==> config.mk <==
export PLATFORM = sky130hd
export DESIGN_NAME = unidade_controle_rodadas
export DESIGN_NICKNAME = d
export VERILOG_FILES = /design/src/rtl/controle_pkg.sv /design/src/rtl/contador_timeout.sv /design/src/rtl/unidade_controle_rodadas.sv
export SDC_FILE = /design/constraint.sdc
export NUM_CORES = 1
export LEC_CHECK = 0
export CAP_MARGIN = 20
export CORE_AREA = 2 2 39 41
export CTS_CLUSTER_DIAMETER = 60
export DETAILED_ROUTE_END_ITERATION = 16
export DIE_AREA = 0 0 41 43
export SKIP_LAST_GASP = 1
export SLEW_MARGIN = 25
export SYNTH_ARGS = -nofsm -noshare
export SYNTH_HDL_FRONTEND = slang
export SYNTH_SLANG_ARGS = --single-unit
==> constraint.sdc <==
create_clock -name clock -period 1.6 [get_ports clock]
set_input_delay 0.24 -clock clock [delete_from_list [all_inputs] [get_ports clock]]
set_output_delay 0.24 -clock clock [all_outputs]
set_load 0.05 [all_outputs]
==> src/rtl/controle_pkg.sv <==
// Shared definitions for the round controller of the memory game:
// state encoding, default move time budget and timer width helper.
// Optional feature macro: TIMEOUT_EN (enables the per-move timeout path).
package controle_pkg;

    // Default clock cycles allowed per move (3 s at a 1 kHz clock).
    localparam int unsigned TIMEOUT_CYCLES_DEFAULT = 3000;

    // State codes double as the debug code shown on db_estado.
    typedef enum logic [3:0] {
        INICIAL       = 4'h0,
        PREPARA       = 4'h1,
        INICIO_RODADA = 4'h2,
        ESPERA        = 4'h3,
        REGISTRA      = 4'h4,
        COMPARA       = 4'h5,
        PROX_JOGADA   = 4'h6,
        PROX_RODADA   = 4'h7,
        FIM_ACERTO    = 4'hA,
        FIM_TIMEOUT   = 4'hD,
        FIM_ERRO      = 4'hE
    } estado_t;

    // Timer width: ceil(log2(n)), never below one bit.
    function automatic int unsigned largura_timer(input int unsigned n);
        return (n < 2) ? 1 : $clog2(n);
    endfunction

endpackage

==> src/rtl/contador_timeout.sv <==
// Per-move timer: counts while 'conta' is high, clears on 'zera',
// saturates at TIMEOUT_CYCLES-1 and flags 'fim' while it sits there.
module contador_timeout
    import controle_pkg::*;
#(
    parameter int unsigned TIMEOUT_CYCLES = TIMEOUT_CYCLES_DEFAULT
) (
    input  logic clock,
    input  logic reset,
    input  logic zera,
    input  logic conta,
    output logic fim
);

    localparam int unsigned LARGURA = largura_timer(TIMEOUT_CYCLES);
    localparam logic [LARGURA-1:0] LIMITE = LARGURA'(TIMEOUT_CYCLES - 1);

    logic [LARGURA-1:0] r_contagem;

    // Cycle counter: clear, count, or hold once the limit is reached.
    always_ff @(posedge clock or negedge reset) begin
        // NOTE: sequential state is always written with <= so every flop
        // samples the pre-edge values, independent of statement order.
        if (!reset) begin
            r_contagem <= '0;
        end else if (zera) begin
            r_contagem <= '0;
        end else if (conta && (r_contagem != LIMITE)) begin
            r_contagem <= r_contagem + 1'b1;
        end
    end

    assign fim = (r_contagem == LIMITE);

endmodule

==> src/rtl/unidade_controle_rodadas.sv <==
// Round controller of the memory game: Moore FSM sequencing rounds and
// moves, driving the address/limit counters and the move register.
// Optional feature macro: TIMEOUT_EN (per-move timeout to FIM_TIMEOUT).
module unidade_controle_rodadas
    import controle_pkg::*;
#(
    parameter int unsigned TIMEOUT_CYCLES = TIMEOUT_CYCLES_DEFAULT
) (
    input  logic       clock,
    input  logic       reset,
    input  logic       jogar,
    input  logic       jogada,
    input  logic       igualJ,
    input  logic       igualL,
    input  logic       fimL,
    output logic       zeraE,
    output logic       contaE,
    output logic       zeraL,
    output logic       contaL,
    output logic       zeraR,
    output logic       registraR,
    output logic       pronto,
    output logic       ganhou,
    output logic       perdeu,
    output logic       db_timeout,
    output logic [3:0] db_estado
);

    estado_t r_estado;
    estado_t w_proximo;
    logic    w_fim;

`ifdef TIMEOUT_EN
    logic w_zera_timer;
    logic w_conta_timer;

    // Timer runs only while waiting for a move and restarts everywhere else.
    assign w_conta_timer = (r_estado == ESPERA);
    assign w_zera_timer  = (r_estado != ESPERA);

    contador_timeout #(
        .TIMEOUT_CYCLES(TIMEOUT_CYCLES)
    ) u_timer (
        .clock(clock),
        .reset(reset),
        .zera (w_zera_timer),
        .conta(w_conta_timer),
        .fim  (w_fim)
    );
`else
    // Without the timeout feature a move may take arbitrarily long.
    assign w_fim = 1'b0;
`endif

    // State register; reset aborts any game in progress.
    always_ff @(posedge clock or negedge reset) begin
        if (!reset) begin
            r_estado <= INICIAL;
        end else begin
            r_estado <= w_proximo;
        end
    end

    // Next-state logic and Moore output decode from the current state.
    always_comb begin
        // NOTE: every signal written here gets a default first, so no
        // path through the case can leave one unassigned (no latches).
        w_proximo  = r_estado;
        zeraE      = 1'b0;
        contaE     = 1'b0;
        zeraL      = 1'b0;
        contaL     = 1'b0;
        zeraR      = 1'b0;
        registraR  = 1'b0;
        pronto     = 1'b0;
        ganhou     = 1'b0;
        perdeu     = 1'b0;
        db_timeout = 1'b0;

        unique case (r_estado)
            INICIAL: begin
                if (jogar) w_proximo = PREPARA;
            end
            PREPARA: begin
                zeraE     = 1'b1;
                zeraL     = 1'b1;
                zeraR     = 1'b1;
                w_proximo = INICIO_RODADA;
            end
            INICIO_RODADA: begin
                zeraE     = 1'b1;
                w_proximo = ESPERA;
            end
            ESPERA: begin
                // A press seen on the last allowed cycle still counts.
                if (jogada)     w_proximo = REGISTRA;
                else if (w_fim) w_proximo = FIM_TIMEOUT;
            end
            REGISTRA: begin
                registraR = 1'b1;
                w_proximo = COMPARA;
            end
            COMPARA: begin
                if (!igualJ)             w_proximo = FIM_ERRO;
                else if (igualL && fimL) w_proximo = FIM_ACERTO;
                else if (igualL)         w_proximo = PROX_RODADA;
                else                     w_proximo = PROX_JOGADA;
            end
            PROX_JOGADA: begin
                contaE    = 1'b1;
                w_proximo = ESPERA;
            end
            PROX_RODADA: begin
                contaL    = 1'b1;
                w_proximo = INICIO_RODADA;
            end
            FIM_ACERTO: begin
                pronto = 1'b1;
                ganhou = 1'b1;
                if (jogar) w_proximo = PREPARA;
            end
            FIM_ERRO: begin
                pronto = 1'b1;
                perdeu = 1'b1;
                if (jogar) w_proximo = PREPARA;
            end
            FIM_TIMEOUT: begin
                pronto = 1'b1;
                perdeu = 1'b1;
`ifdef TIMEOUT_EN
                db_timeout = 1'b1;
`endif
                if (jogar) w_proximo = PREPARA;
            end
            default: begin
                w_proximo = INICIAL;
            end
        endcase
    end

    assign db_estado = r_estado;

endmodule

==> out/metrics.csv <==
stage,metric,value,unit
global_routing,grt-ovfl-total,0,
finish,final_net_count,83,
global_routing,grt.busiest_layer,met2,
critical_path,path_delay_family,simple AND/OR/NAND/NOR gates,
timing,setup_slack,0.0351,ns
logic_synthesis,yosys.area.top_type,dfrtp_1,
cts,root_buffer,clkbuf_4,
timing,period_needed,1.56,ns
floorplanning,dieArea,1760,µm²
min_path,min_path_type,primary input to asynchronous set/reset pin,
pwr,p_int,0.000954,W
pwr,switchingPower,0.000885,W
critical_path,cp.required,1.36,ns
critical_path,cp_data_arrival_time,1.32,ns
detailed_routing,drc,0,
placement,place_area,772,µm²
logic_synthesis,synth_seq_area_share,26.1,%
cts,clk_pin_slew,0.04,ns
floorplanning,dieHeight,43,µm
pwr,power_frac_clock,7.0,%
cts,cts.sinks,4,
critical_path,crit_fanout,5,
global_routing,grt_usage,15.3,%
logic_synthesis,syn_avg_cell_area,7.98,µm²
pwr,pwr-share-comb,81.5,%
critical_path,worst_setup_path_end_kind,primary output,
global_routing,grt_max_degree,13,
logic_synthesis,syn_nets,55,
global_routing,grt_pass1_vias,425,
logic_synthesis,synth_edf_count,0,
timing,setup_viol,0,
cts,clock_tree.buffer_depth,2,
critical_path,slowest_delay,0.42,ns
finish,regArea,105,µm²
floorplanning,die_w,41,µm
cts,cts_tree,yes,
cts,numCtsBuffers,3,
detailed_routing,drt_wl_total,1090,µm
pwr,power,0.00184,W
placement,io_buffer_count,19,
logic_synthesis,syn-cell-area,383,µm²
critical_path,cp-start-kind,register,
floorplanning,coreArea,1380,µm²
logic_synthesis,synth_top_cell_area_share,26.1,%
floorplanning,core.rowCount,14,
logic_synthesis,synth_cells,48,
job,cap_violations,0,
cts,htreeDepth,1,
placement,dp_hpwl,838,µm
pwr,switching_share,48.1,%
pwr,powerDensity,2150,nW/µm²
timing,rsz0062_at_grt,yes,
critical_path,crit_slowest_cell,dfrtp_2,
logic_synthesis,ys_seq_elements,4,
placement,gp_congestion,0.796,
pwr,irDropWorstVdd,1120,µV
floorplanning,start_util,27.7,%
global_routing,antenna_found_initial,0,
detailed_routing,vias,453,
run_status,outcome,finished clean,
global_routing,use_met1,20.2,%
logic_synthesis,yosysWarnings,0,
finish,multi_input_comb_area,299,µm²
pwr,cellLeakagePower,0.342,nW
timing,fin_setup_tns,0,ns
finish,areaGrowthSynthToFinish,124,%
detailed_routing,drtPass1Iterations,3,
logic_synthesis,ys_async_sr_fraction,100,%
logic_synthesis,synthTopCellsByArea,"dfrtp_1 26%, buf_4 5.9%, buf_6 5.9%",
floorplanning,boundaryPins,21,
detailed_routing,vias_per_cell,5.03,
timing,finalCritPeriodShare,97.8,%
finish,largest_reg_flops,4,
critical_path,crit_type,register to primary output,
finish,fillers,123,
global_routing,grt_first_pass_wirelength,1860,µm
finish,num_antenna_cells,0,
detailed_routing,post_drt_wl_per_cell,12.1,µm
critical_path,path_cells,or2b_4 -> nor3_4 -> buf_12,
timing,skew,0.00322,ns
logic_synthesis,yosysUniqueCellTypes,26,
critical_path,crit_start,db_estado[3],
pwr,seqPwrFrac,11.5,%
detailed_routing,ant_nets,0,
global_routing,grt_use_met3,4.71,%
critical_path,worstReg2RegStart,db_estado[2],
finish,drive_gt1_share,56.8,%
timing,report.final.slew_viol_count,0,
finish,design_area,857,µm²
timing,fmax,639,MHz
timing,hold_viol,0,
placement,dp_slack,0.156,ns
cts,cts_hold_buf,0,
critical_path,critPathBufInv,1,
logic_synthesis,synth_ff_type,dfrtp_1,
detailed_routing,drtIter0Drc,8,
global_routing,grtUsageMet2,22.5,%
cts,insertion_delay,0.24,ns
## timing repair
action                                  in CTS  in global routing
endpoints found under the setup margin       5                  7
buffers inserted                             2                  5
pin swaps                                    0                  1
gates resized for setup                      1                  2
## cell usage after synthesis, types with 2 or more instances
master and n:
buf_6 2, o21bai_1 2, nand3b_1 3, inv_1 2, a21oi_1 3, a221oi_1 2, nor3_1 2, buf_4 3
nand2_1 5, dfrtp_1 4, nor2_1 5
## layer usage
| metal | vias to the layer above | wire (µm) |
|---|---|---|
| met5 | - | 0 |
| met2 | 11 | 590 |
| met4 | 0 | 0 |
| met1 | 217 | 466 |
| met3 | 0 | 35 |
| li1 | 225 | - |
## kinds of logic after synthesis
group                  Yosys count  share of synthesized area [%]
flip-flops                       4                           26.1
AND/OR/NAND/NOR                 22                           32.0
buffers and inverters            8                           15.0
AO/OA/AOI/OAI                   13                           25.8
other                            1                          0.979
## cell type report
| class | count | share of cell area, % |
|---|---|---|
| inverters | 2 | 0.876 |
| clock buffers | 3 | 2.63 |
| flip-flops and latches | 4 | 12.3 |
| repair buffers | 29 | 47.0 |
| multi-input cells | 36 | 34.9 |
| well taps | 16 | 2.34 |
## layout by cell type (no fill, tap or decap), types with 2 or more instances in the layout
| master | n |
|---|---|
| a21oi_4 | 2 |
| a221oi_1 | 2 |
| buf_12 | 13 |
| buf_4 | 9 |
| clkbuf_4 | 3 |
| clkdlybuf4s50_1 | 6 |
| dfrtp_2 | 4 |
| inv_1 | 2 |
| nand2_1 | 4 |
| nand3b_1 | 3 |
| nor2_4 | 3 |
| o21bai_1 | 2 |
## stage by stage
stage	hold WS, ns	utilization (%)	instances
floorplan	-0.0556	-	48
global placement	0.456	55.8	80
detailed placement	0.458	55.8	80
CTS	0.203	58.7	85
global route	0.211	61.9	90
finish	0.203	61.9	90
## power by group through the flow
stage	combinational, W	clock, W	sequential [W]
after floorplan	0.000763	0	0.000324
after global placement	0.00135	0	0.000240
after detailed placement	0.00135	0	0.000240
after CTS	0.00141	0.000133	0.000216
after global routing	0.00156	0.000145	0.000221
final	0.00150	0.000129	0.000212
## worst register-to-register path, stage by stage, from the launching register on
cell      delay, ns
dfrtp_2        0.42
buf_4          0.17
or4b_1         0.51
o221ai_1       0.08
a21o_1         0.13
## final timing paths
| path | end | slack [ns] | cells past startpoint |
|---|---|---|---|
| setup reg to reg | db_estado[0] | 0.22 | 4 |
| max in group asynchronous | db_estado[2] | 1.21 | 1 |
| hold reg to reg | db_estado[0] | 0.61 | 2 |
| min in group clock | db_estado[0] | 0.61 | 2 |
| hold / removal | db_estado[0] | 0.20 | 1 |
| setup / recovery | registraR | 0.04 | 3 |
Note: power is estimated with default switching activity, not from simulation.
